### src/rtl/ccm_lsu_port_if.sv
// Core-side load/store request and completion bus of the CCM LSU port.
// master = core (issues requests), slave = LSU port (accepts and completes them).
interface ccm_lsu_port_if #(
    parameter int ADDR_WIDTH = 11,
    parameter int DATA_WIDTH = 32
);
    logic                    req_valid;
    logic                    req_ready;
    logic                    req_we;
    logic [ADDR_WIDTH-1:0]   req_addr;
    logic [DATA_WIDTH-1:0]   req_wdata;
    logic [DATA_WIDTH/8-1:0] req_be;
    logic                    resp_valid;
    logic [DATA_WIDTH-1:0]   resp_rdata;
    logic                    resp_err;

    modport master (
        output req_valid, req_we, req_addr, req_wdata, req_be,
        input  req_ready, resp_valid, resp_rdata, resp_err
    );

    modport slave (
        input  req_valid, req_we, req_addr, req_wdata, req_be,
        output req_ready, resp_valid, resp_rdata, resp_err
    );
endinterface

### src/rtl/ccm_lsu_port.sv
// Single-outstanding load/store port onto the CCM controller; partial stores
// are done as read-modify-write, read returns are bounded by a timeout.
//
// Handshake: a request transfers on a rising edge where req_valid & req_ready;
// req_ready is high only while idle. resp_valid is a one-cycle pulse that the
// core must take (no backpressure); resp_rdata/resp_err are valid with it.
module ccm_lsu_port #(
    parameter int ADDR_WIDTH = 11,
    parameter int DATA_WIDTH = 32,
    parameter int TIMEOUT    = 8
) (
    input  logic                  clk,
    input  logic                  rst,
    ccm_lsu_port_if.slave         bus,
    output logic                  cntlr_rd,
    output logic [ADDR_WIDTH-1:0] cntlr_raddr,
    input  logic [DATA_WIDTH-1:0] cntlr_rd_data,
    input  logic                  cntlr_rd_valid,
    output logic                  cntlr_wr,
    output logic [ADDR_WIDTH-1:0] cntlr_waddr,
    output logic [DATA_WIDTH-1:0] cntlr_wr_data,
    output logic [2:0]            state_dbg
);
    localparam int BE_W = DATA_WIDTH / 8;
    localparam int CW   = (TIMEOUT > 1) ? $clog2(TIMEOUT) : 1;
    localparam logic [CW-1:0] CNT_LAST = CW'(TIMEOUT - 1);

    localparam logic [2:0] IDLE     = 3'd0;
    localparam logic [2:0] RD_ISSUE = 3'd1;
    localparam logic [2:0] RD_WAIT  = 3'd2;
    localparam logic [2:0] WR_ISSUE = 3'd3;
    localparam logic [2:0] RESP     = 3'd4;

    logic [2:0]            state, state_d;
    logic                  ready_q;
    logic [CW-1:0]         cnt;
    logic [ADDR_WIDTH-1:0] addr_q;
    logic [DATA_WIDTH-1:0] wdata_q;
    logic [BE_W-1:0]       be_q;
    logic                  we_q;
    logic [DATA_WIDTH-1:0] wbuf;
    logic [DATA_WIDTH-1:0] rdata_q;
    logic                  err_q;
    logic [DATA_WIDTH-1:0] merged;
    logic                  accept;

    // ready_q mirrors state==IDLE but stays low through reset and is registered,
    // so req_ready has no path from rst or any other input.
    assign accept = ready_q & bus.req_valid;

    always_comb begin
        for (int i = 0; i < BE_W; i++) begin
            merged[8*i +: 8] = be_q[i] ? wdata_q[8*i +: 8] : cntlr_rd_data[8*i +: 8];
        end
    end

    always_comb begin
        state_d = state;
        case (state)
            IDLE: begin
                if (accept) begin
                    if (bus.req_we && bus.req_be == '0)      state_d = RESP;
                    else if (bus.req_we && bus.req_be == '1) state_d = WR_ISSUE;
                    else                                     state_d = RD_ISSUE;
                end
            end
            RD_ISSUE: state_d = RD_WAIT;
            RD_WAIT: begin
                if (cntlr_rd_valid)       state_d = we_q ? WR_ISSUE : RESP;
                else if (cnt == CNT_LAST) state_d = RESP;
            end
            WR_ISSUE: state_d = RESP;
            RESP:     state_d = IDLE;
            default:  state_d = IDLE;
        endcase
    end

    always_ff @(posedge clk or posedge rst) begin
        if (rst) begin
            state   <= IDLE;
            ready_q <= 1'b0;
            cnt     <= '0;
            addr_q  <= '0;
            wdata_q <= '0;
            be_q    <= '0;
            we_q    <= 1'b0;
            wbuf    <= '0;
            rdata_q <= '0;
            err_q   <= 1'b0;
        end else begin
            state   <= state_d;
            ready_q <= (state_d == IDLE);
            case (state)
                IDLE: begin
                    if (accept) begin
                        addr_q  <= bus.req_addr;
                        wdata_q <= bus.req_wdata;
                        be_q    <= bus.req_be;
                        we_q    <= bus.req_we;
                        wbuf    <= bus.req_wdata;
                        rdata_q <= '0;
                        err_q   <= 1'b0;
                    end
                end
                RD_ISSUE: cnt <= '0;
                RD_WAIT: begin
                    if (cntlr_rd_valid) begin
                        if (we_q) wbuf    <= merged;
                        else      rdata_q <= cntlr_rd_data;
                    end else if (cnt == CNT_LAST) begin
                        err_q   <= 1'b1;
                        rdata_q <= '0;
                    end else begin
                        cnt <= cnt + 1'b1;
                    end
                end
                default: ;
            endcase
        end
    end

    assign bus.req_ready  = ready_q;
    assign bus.resp_valid = (state == RESP);
    assign bus.resp_rdata = rdata_q;
    assign bus.resp_err   = err_q;
    assign cntlr_rd       = (state == RD_ISSUE);
    assign cntlr_raddr    = addr_q;
    assign cntlr_wr       = (state == WR_ISSUE);
    assign cntlr_waddr    = addr_q;
    assign cntlr_wr_data  = wbuf;
    assign state_dbg      = state;
endmodule

### src/flat_wrapper.sv
// flat-port wrapper written by rule: the top's interface ports become plain ports
module ccm_lsu_port_flat 
#(
    parameter int ADDR_WIDTH = 11,
    parameter int DATA_WIDTH = 32,
    parameter int TIMEOUT    = 8
)
  (clk, rst, cntlr_rd, cntlr_raddr, cntlr_rd_data, cntlr_rd_valid, cntlr_wr, cntlr_waddr, cntlr_wr_data, state_dbg, bus_req_valid, bus_req_we, bus_req_addr, bus_req_wdata, bus_req_be, bus_req_ready, bus_resp_valid, bus_resp_rdata, bus_resp_err);
  ccm_lsu_port_if #(.ADDR_WIDTH(ADDR_WIDTH), .DATA_WIDTH(DATA_WIDTH)) bus_i ();
  input  logic clk;
  input  logic rst;
  output logic cntlr_rd;
  output logic [ADDR_WIDTH-1:0] cntlr_raddr;
  input  logic [DATA_WIDTH-1:0] cntlr_rd_data;
  input  logic cntlr_rd_valid;
  output logic cntlr_wr;
  output logic [ADDR_WIDTH-1:0] cntlr_waddr;
  output logic [DATA_WIDTH-1:0] cntlr_wr_data;
  output logic [2:0] state_dbg;
  input wire logic [$bits(bus_i.req_valid)-1:0] bus_req_valid;
  input wire logic [$bits(bus_i.req_we)-1:0] bus_req_we;
  input wire logic [$bits(bus_i.req_addr)-1:0] bus_req_addr;
  input wire logic [$bits(bus_i.req_wdata)-1:0] bus_req_wdata;
  input wire logic [$bits(bus_i.req_be)-1:0] bus_req_be;
  output wire logic [$bits(bus_i.req_ready)-1:0] bus_req_ready;
  output wire logic [$bits(bus_i.resp_valid)-1:0] bus_resp_valid;
  output wire logic [$bits(bus_i.resp_rdata)-1:0] bus_resp_rdata;
  output wire logic [$bits(bus_i.resp_err)-1:0] bus_resp_err;
  assign bus_i.req_valid = bus_req_valid;
  assign bus_i.req_we = bus_req_we;
  assign bus_i.req_addr = bus_req_addr;
  assign bus_i.req_wdata = bus_req_wdata;
  assign bus_i.req_be = bus_req_be;
  assign bus_req_ready = bus_i.req_ready;
  assign bus_resp_valid = bus_i.resp_valid;
  assign bus_resp_rdata = bus_i.resp_rdata;
  assign bus_resp_err = bus_i.resp_err;
  ccm_lsu_port #(.ADDR_WIDTH(ADDR_WIDTH), .DATA_WIDTH(DATA_WIDTH), .TIMEOUT(TIMEOUT)) u_core (.clk(clk), .rst(rst), .bus(bus_i), .cntlr_rd(cntlr_rd), .cntlr_raddr(cntlr_raddr), .cntlr_rd_data(cntlr_rd_data), .cntlr_rd_valid(cntlr_rd_valid), .cntlr_wr(cntlr_wr), .cntlr_waddr(cntlr_waddr), .cntlr_wr_data(cntlr_wr_data), .state_dbg(state_dbg));
endmodule
### config.mk
export PLATFORM = sky130hd
export DESIGN_NAME = ccm_lsu_port_flat
export DESIGN_NICKNAME = d
export VERILOG_FILES = /design/src/rtl/ccm_lsu_port_if.sv /design/src/rtl/ccm_lsu_port.sv /design/src/flat_wrapper.sv
export SDC_FILE = /design/constraint.sdc
export NUM_CORES = 1
export LEC_CHECK = 0
export BUFFER_PORTS_ARGS = -buffer_cell sky130_fd_sc_hd__buf_2
export CORE_UTILIZATION = 25
export CTS_CLUSTER_DIAMETER = 150
export DETAILED_ROUTE_END_ITERATION = 8
export GPL_ROUTABILITY_DRIVEN = 1
export HOLD_SLACK_MARGIN = 0.1
export PLACE_DENSITY = 0.47
export SLEW_MARGIN = 15
export SYNTH_ARGS = -nofsm -noshare
export SYNTH_HDL_FRONTEND = slang
export SYNTH_SLANG_ARGS = --single-unit
### constraint.sdc
create_clock -name clk -period 5.14 [get_ports clk]
set_clock_uncertainty 0.15 [all_clocks]
set_input_delay 0.771 -clock clk [delete_from_list [all_inputs] [get_ports clk]]
set_output_delay 0.771 -clock clk [all_outputs]
set_load 0.01 [all_outputs]
==> results of run 1 <==
## flip-flops by register name, indices dropped and copies added (netlist names)
| register | count |
|---|---|
| u_core.state_dbg | 3 |
| u_core.wdata_q | 32 |
| u_core.bus.req_ready | 1 |
| u_core.bus.resp_err | 1 |
| u_core.cntlr_wr_data | 32 |
| u_core.cntlr_raddr | 11 |
| u_core.bus.resp_rdata | 32 |
| u_core.be_q | 4 |
| u_core.we_q | 1 |
| u_core.cnt | 3 |
## worst max-delay path: cells and delay by family (launching register included)
kind            cells  cell delay [ps]
compound gates      1              600
buf+inv             2              790
flops               1              540
mux                 1              190
simple gates        1              240
## cell type report
type,instances,area share
clock buffer,19,0.0616
clock inverter,13,0.0214
inverter,34,0.0181
multi-input combinational,313,0.300
sequential,120,0.417
tap,280,0.0487
timing repair buffer,183,0.133
## per-layer routing
metal  track usage  routed length, um
met2         0.195               6430
met3        0.0386                740
met5             0                  0
met1         0.180               6990
met4        0.0420                149
## placed cells by master, fill, tap and decap left out, types with 2 or more instances in the layout
master / count
nand2_1: 104
o21ai_1: 4
buf_4: 4
buf_2: 177
dfrtp_1: 120
ha_1: 2
mux2i_1: 64
o21ai_0: 64
bufinv_16: 3
mux2_2: 48
clkbuf_16: 17
nand2b_1: 2
nor2_1: 5
clkinv_2: 5
nand3_1: 2
buf_12: 2
inv_1: 33
clkinvlp_4: 4
## metrics by stage
stage,util,hold slack [ps],cells
floorplan,-,304,511
global placement,0.302,311,929
detailed placement,0.302,318,929
CTS,0.330,332,961
global route,0.331,346,962
finish,0.331,327,962
## worst max path at each step
stage                                    from                   endpoint  slack (ps)
final                     u_core.state_dbg[1]  u_core.bus.resp_rdata[29]        2500
after global placement    u_core.state_dbg[1]  u_core.bus.resp_rdata[18]        2240
after floorplan                           rst             u_core.be_q[0]        1030
after CTS                 u_core.state_dbg[1]  u_core.bus.resp_rdata[21]        2160
after detailed placement  u_core.state_dbg[1]   u_core.bus.resp_rdata[2]        2180
after global routing      u_core.state_dbg[1]  u_core.bus.resp_rdata[20]        2220
## where the power goes
part,internal [mW],leakage (nW),switching [mW]
sequential,1.37,1.51,0.335
combinational,0.802,1.67,0.870
clock,0.771,0.285,0.443
total,2.95,3.46,1.65
## cell families (layout without fill, tap and decap cells)
kind of cell / count (synthesis) / in the layout / share of synthesized area
mux: 112 / 112 / 0.213
simple gates: 126 / 126 / 0.0985
flops: 120 / 120 / 0.542
compound gates: 73 / 73 / 0.0692
buf+inv: 78 / 249 / 0.0721
fa+ha+maj: 2 / 2 / 0.00452
==> reports/results.ini, run 1 <==
[setup_path]
critPathMaxFanout = 69
arrival_ps = 2820
critical_path.slowest_cell = a21o_2
reg2reg_setup_slack_ps = 2500
worstPathCellList = nor3b_4 -> buf_4 -> a21o_2 -> buf_12 -> mux2i_1
cp-start-kind = register
path_class = register to register
worst-r2r-cell-count = 5
r2r_start = u_core.state_dbg[1]
critical-path-max-stage-delay_ps = 600
reg2reg_to = u_core.bus.resp_rdata[29]
critPathCaptureType = register
critical_path_required_ps = 5320

[cells_and_area]
drive_above_1_share = 0.394
nFillCells = 2285
area.growth.synth_to_final_pct = 29.9
diodes = 0
seqCellArea_um2 = 3000
multiInputGateArea_um2 = 2160
final_nets = 755
fin_area_um2 = 7190

[sta]
rsz0062_at_grt = false
max_slew_margin = 0.480
fmax_mhz = 378
slew_violations = 0
hold_viol_final = 0
tightestPinTransition_ps = 781
min_period_ps = 2640
fin_setup_tns_ps = 0
fin_crit_sh = 0.514
fin_ws_ps = 2500
setup_viol = 0

[min_path]
hold_start = u_core.cntlr_wr_data[24]
hold_class = register to register
hold-path-endpoint = u_core.cntlr_wr_data[24]
hold_depth = 2

[cts]
root_buffer = clkbuf_16
clk_pin_slew_ps = 60
cts_resized = 0
clock_path_buffers = 2
clk_latency_ps = 410
cts_num_sinks = 120
post-cts-setup-buffers = 0
numCtsBuffers = 17
hold_buffers = 0
htreeDepth = 4
tritoncts = yes

[logic_synthesis]
synth.area.top_cells = dfrtp_1 54%, mux2i_1 12%, mux2_2 9.8%
synth-main-ff-cell = dfrtp_1
syn_area_per_cell_um2 = 10.8
synth-edff-count = 0
yosys.cell_types.count = 32
mappedNetlistNets = 597
synth_top_area_frac = 0.542
synthCells = 511
synth_area_leader_cell = dfrtp_1
synth-seq-cells = 120
synth_warnings = 0
synth_async_sr_flop_share = 1.00
synth.most_common_cell = dfrtp_1
ys_seq_area_frac = 0.542
synth_area_um2 = 5540
yosys-top-cells-count = 120 x dfrtp_1, 104 x nand2_1, 64 x mux2i_1, 64 x o21ai_0, 48 x mux2_2

[global_route]
grt_start_max_net_pins = 70
grt_pass1_wl_um = 22100
grt-ovfl-total = 0
antenna_found_initial = 0
track_usage = 0.131
grt_pass1_vias = 3918

[floorplanning]
ios = 178
rows = 54
core_area_um2 = 21800
initial_utilization = 0.254
die_x_um = 151
die_h_um = 151
die_area_um2 = 22700

[detailed_routing]
wl_um = 14300
drtIter0Drc = 154
drtPass1Iterations = 4
drt-wirelength-per-cell_um = 14.9
post_drt_via_cell_ratio = 4.24
drc_errors = 0
vias = 4078
antenna_left = 0

[run]
maxCapViolations = 0

[place]
port_buffers = 177
dp_slack_ps = 2180
dp_hpwl_um = 9340
detailed_place.area_um2 = 6580
gp_congestion = 0.692

[power_and_ir_drop]
peakVddDrop_uv = 250
powerDensity_nw_per_um2 = 639
leakagePower_nw = 3.46
finalPower_mw = 4.60

[outcome]
status = complete, no violations

(Power assumes the default switching activity.)
==> run 2: changes to the inputs <==
--- a/config.mk
+++ b/config.mk
@@ -11,7 +11,7 @@
 export DETAILED_ROUTE_END_ITERATION = 8
 export GPL_ROUTABILITY_DRIVEN = 1
 export HOLD_SLACK_MARGIN = 0.1
-export PLACE_DENSITY = 0.47
+export PLACE_DENSITY = 0.49
 export SLEW_MARGIN = 15
 export SYNTH_ARGS = -nofsm -noshare
 export SYNTH_HDL_FRONTEND = slang
==> constraint.sdc (replaced) <==
create_clock -name clk -period 2.2 [get_ports clk]
set_clock_uncertainty 0.15 [all_clocks]
set_input_delay 0.33 -clock clk [delete_from_list [all_inputs] [get_ports clk]]
set_output_delay 0.33 -clock clk [all_outputs]
set_load 0.01 [all_outputs]
==> reports/results.ini, run 2 (same netlist as run 1, synthesis figures left out) <==
[outcome]
status = complete, no violations

[cells_and_area]
area.growth.synth_to_final_pct = 45.0
instances_no_fill = 1047
final_cell_mix = 177 x buf_2, 120 x dfrtp_1, 104 x nand2_1
nFillCells = 2235
final_nets = 843
mostFrequentLayoutCell = buf_2
drive_above_1_share = 0.351
diodes = 0

[detailed_routing]
drt-wirelength-per-cell_um = 14.8
vias = 4412
drtPass1Iterations = 6
antenna_left = 0
drc_errors = 0
drtIter0Drc = 148
wl_um = 15500
post_drt_via_cell_ratio = 4.21

[power_and_ir_drop]
p_seq_frac = 0.364
swShare = 0.359
powerDensity_nw_per_um2 = 1340
clkPwrFrac = 0.242
switching_power_mw = 3.87
peakVddDrop_uv = 414
leakagePower_nw = 3.82
combPwrFrac = 0.393
p_int_mw = 6.89

[floorplanning]
core_area_um2 = 21800
initial_utilization = 0.254
ios = 178
rows = 54
die_h_um = 151
die_area_um2 = 22700
die_x_um = 151

[cts]
post-cts-setup-buffers = 0
tritoncts = yes
clk_latency_ps = 400
cts_num_sinks = 120
root_buffer = clkbuf_16
cts_resized = 0
clock_path_buffers = 2
numCtsBuffers = 17
clk_pin_slew_ps = 50
hold_buffers = 81
htreeDepth = 4

[sta]
fin_crit_sh = 0.933
max_slew_margin = 0.609
fin_setup_tns_ps = 0
slew_violations = 0
min_period_ps = 2050
fmax_mhz = 487
setup_viol = 0
hold_viol_final = 0
tightestPinTransition_ps = 587
rsz0062_at_grt = false
fin_ws_ps = 148

[global_route]
grt_pass1_wl_um = 24400
antenna_found_initial = 0
grt_start_max_net_pins = 65
grt_pass1_vias = 4550
grt-ovfl-total = 0
track_usage = 0.142

[setup_path]
r2r_start = u_core.state_dbg[1]
path_class = register to register
critical_path_required_ps = 2370
arrival_ps = 2220
startpoint = u_core.state_dbg[1]
critPathMaxFanout = 19
cp-start-kind = register
critPathCaptureType = register

[place]
dp_slack_ps = 158
placed_cells = 937
port_buffers = 177
gp_congestion = 0.682
dp_hpwl_um = 9830

[min_path]
hold_class = input pin to register
hold_start = cntlr_rd_valid

[run]
maxCapViolations = 0

-- run 2: cell types whose count changed in the layout (fill, tap and decap cells not counted) --
| cell | before | now |
|---|---|---|
| clkinv_2 | 5 | 3 |
| dlygate4sd3_1 | 0 | 81 |
| clkinv_4 | 1 | 0 |
| inv_4 | 1 | 0 |
| clkbuf_1 | 1 | 5 |
| buf_12 | 2 | 5 |
| bufinv_16 | 3 | 1 |
| clkinvlp_4 | 4 | 1 |
| buf_4 | 4 | 8 |
| clkbuf_8 | 1 | 3 |
-- run 2: power groups by stage --
| stage | combinational (mW) | clock (mW) | sequential [mW] |
|---|---|---|---|
| 6_report | 4.23 | 2.61 | 3.92 |
| 3_3_place_gp | 4.15 | 0 | 3.95 |
| 4_1_cts | 4.31 | 2.68 | 3.93 |
| 3_5_place_dp | 4.18 | 0 | 3.96 |
| 2_1_floorplan | 2.74 | 0 | 4.01 |
| 5_1_grt | 4.74 | 2.80 | 4.09 |
-- run 2: path summary, 6_finish.rpt --
kind / slack [ps] / end / cells after the start
setup / recovery: 150 / u_core.bus.resp_rdata[4] / 5
hold / removal: 190 / u_core.bus.resp_err / 4
setup reg to reg: 150 / u_core.bus.resp_rdata[4] / 5
hold reg to reg: 320 / u_core.cntlr_wr_data[21] / 2
max in group asynchronous: 1130 / u_core.cntlr_wr_data[14] / 4
min in group asynchronous: 440 / u_core.cntlr_raddr[6] / 4
-- run 2: final cells by class --
type                    count  area (um2)  share of cell area
clock buffers              25         485              0.0605
clock inverters             4        45.0             0.00561
inverters                  34         131              0.0164
multi-input cells         313        2160               0.269
flip-flops and latches    120        3000               0.374
well taps                 280         350              0.0436
repair buffers            271        1860               0.231
-- run 2: routing by layer --
| layer | track usage | wire length (um) | vias up | part of all wire |
|---|---|---|---|---|
| li1 | - | - | 2185 | - |
| met4 | 0.0435 | 104 | 0 | 0.0067 |
| met2 | 0.230 | 7170 | 114 | 0.46 |
| met3 | 0.0337 | 606 | 7 | 0.039 |
| met5 | 0 | 0 | - | 0 |
| met1 | 0.188 | 7630 | 2106 | 0.49 |
-- run 2: metrics by stage --
step                utilization  power [mW]  cell area, um2  hold slack [ps]
finish                    0.369        10.8            8030              188
global route              0.369        11.6            8030              194
CTS                       0.369        10.9            8030              154
detailed placement        0.307        8.14            6690              314
global placement          0.307        8.09            6690              308
floorplan                     -        6.75            5540              304
-- run 2: worst max-delay path: stages (launching register included) --
cell and delay (ps):
dfrtp_1 500, nor4b_4 320, and2_2 250, a21o_2 120, buf_4 360, mux2i_1 260
==> run 3: changes to the inputs <==
--- a/config.mk
+++ b/config.mk
@@ -12,6 +12,7 @@
 export GPL_ROUTABILITY_DRIVEN = 1
 export HOLD_SLACK_MARGIN = 0.1
 export PLACE_DENSITY = 0.49
+export REMOVE_ABC_BUFFERS = 1
 export SLEW_MARGIN = 15
 export SYNTH_ARGS = -nofsm -noshare
 export SYNTH_HDL_FRONTEND = slang
==> reports/results.ini, run 3 (same netlist as run 1, synthesis figures left out) <==
[floorplanning]
core_area_um2 = 21800
die_x_um = 151
ios = 178
die_area_um2 = 22700
die_h_um = 151
rows = 54
initial_utilization = 0.254

[cts]
root_buffer = clkbuf_16
hold_buffers = 81
numCtsBuffers = 17
post-cts-setup-buffers = 0
htreeDepth = 4
tritoncts = yes
clock_path_buffers = 2
clk_latency_ps = 410
cts_num_sinks = 120
cts_resized = 0
clk_pin_slew_ps = 60

[setup_path]
worst-r2r-cell-count = 4
critPathMaxFanout = 28
cp-start-kind = register
path_class = register to register
startpoint = u_core.state_dbg[1]
critPathCaptureType = register
reg2reg_to = u_core.wdata_q[15]
arrival_ps = 2070
reg2reg_setup_slack_ps = 270
crit_end = u_core.wdata_q[15]
critical_path_required_ps = 2340
r2r_start = u_core.state_dbg[1]

[detailed_routing]
wl_um = 14600
post_drt_via_cell_ratio = 4.20
drtIter0Drc = 119
vias = 4421
drt-wirelength-per-cell_um = 13.8
drc_errors = 0
drtPass1Iterations = 4
antenna_left = 0

[sta]
setup_viol = 0
rsz0062_at_grt = false
max_slew_margin = 0.603
fmax_mhz = 519
fin_crit_sh = 0.876
tightestPinTransition_ps = 596
fin_setup_tns_ps = 0
hold_viol_final = 0
slew_violations = 0
min_period_ps = 1930

[global_route]
grt_pass1_vias = 4398
track_usage = 0.134
grt_pass1_wl_um = 23000
grt-ovfl-total = 0
grt_start_max_net_pins = 43
antenna_found_initial = 0

[cells_and_area]
diodes = 0
nFillCells = 2172
final_nets = 846
drive_above_1_share = 0.361
mostFrequentLayoutCell = buf_2
fin_area_um2 = 8140
final_cell_mix = 177 x buf_2, 120 x dfrtp_1, 104 x nand2_1
area.growth.synth_to_final_pct = 47.0

[power_and_ir_drop]
powerDensity_nw_per_um2 = 1350
peakVddDrop_uv = 498
leakagePower_nw = 3.86

[place]
dp_hpwl_um = 9860
port_buffers = 177
detailed_place.area_um2 = 6720
gp_congestion = 0.722

[min_path]
hold_class = input pin to register

[outcome]
status = complete, no violations

[run]
maxCapViolations = 0

-- run 3: worst max-delay path, cell delays in order, from the launching register on --
cell     delay, ps
dfrtp_1        490
nor4b_4        320
and2_2         260
buf_12         210
mux2_2         360
-- run 3: layout make-up --
| type | count | area (um2) | share of cell area |
|---|---|---|---|
| repair buffers | 274 | 1890 | 0.232 |
| clock buffers | 20 | 457 | 0.0561 |
| multi-input cells | 313 | 2160 | 0.265 |
| inverters | 34 | 130 | 0.0160 |
| flip-flops and latches | 120 | 3000 | 0.369 |
| clock inverters | 12 | 150 | 0.0184 |
| well taps | 280 | 350 | 0.0430 |
-- run 3: worst min-delay path by stage --
stage | depth (start not counted) | to | start
after floorplan | 2 | u_core.cnt[1] | u_core.cnt[1]
after global placement | 2 | u_core.cntlr_raddr[0] | rst
after detailed placement | 2 | u_core.cntlr_raddr[0] | rst
after CTS | 3 | u_core.cnt[0] | cntlr_rd_valid
after global routing | 3 | u_core.cnt[0] | cntlr_rd_valid
final | 4 | u_core.bus.resp_err | cntlr_rd_valid
-- run 3: routing by layer --
metal	up-vias	routed length [um]	track usage
li1	2194	-	-
met1	2121	6680	0.168
met2	97	7170	0.222
met3	9	569	0.0358
met4	0	156	0.0395
met5	-	0	0
-- run 3: through the flow --
step / hold slack, ps / utilization / power, mW / cells / worst slack [ps]
CTS: 153 / 0.374 / 11.2 / 1053 / 255
global route: 180 / 0.374 / 11.9 / 1053 / 146
global placement: 228 / 0.309 / 8.09 / 940 / 260
floorplan: 304 / - / 6.42 / 467 / -2800
detailed placement: 234 / 0.309 / 8.16 / 940 / 262
finish: 166 / 0.374 / 11.0 / 1053 / 272
-- run 3: power by group --
| part | internal [mW] | total [mW] | switching, mW | leakage (nW) |
|---|---|---|---|---|
| Combinational | 2.09 | 4.20 | 2.11 | 2.07 |
| Clock | 1.83 | 2.88 | 1.05 | 0.280 |
| Sequential | 3.21 | 3.93 | 0.718 | 1.51 |
| Total | 7.13 | 11.0 | 3.87 | 3.86 |
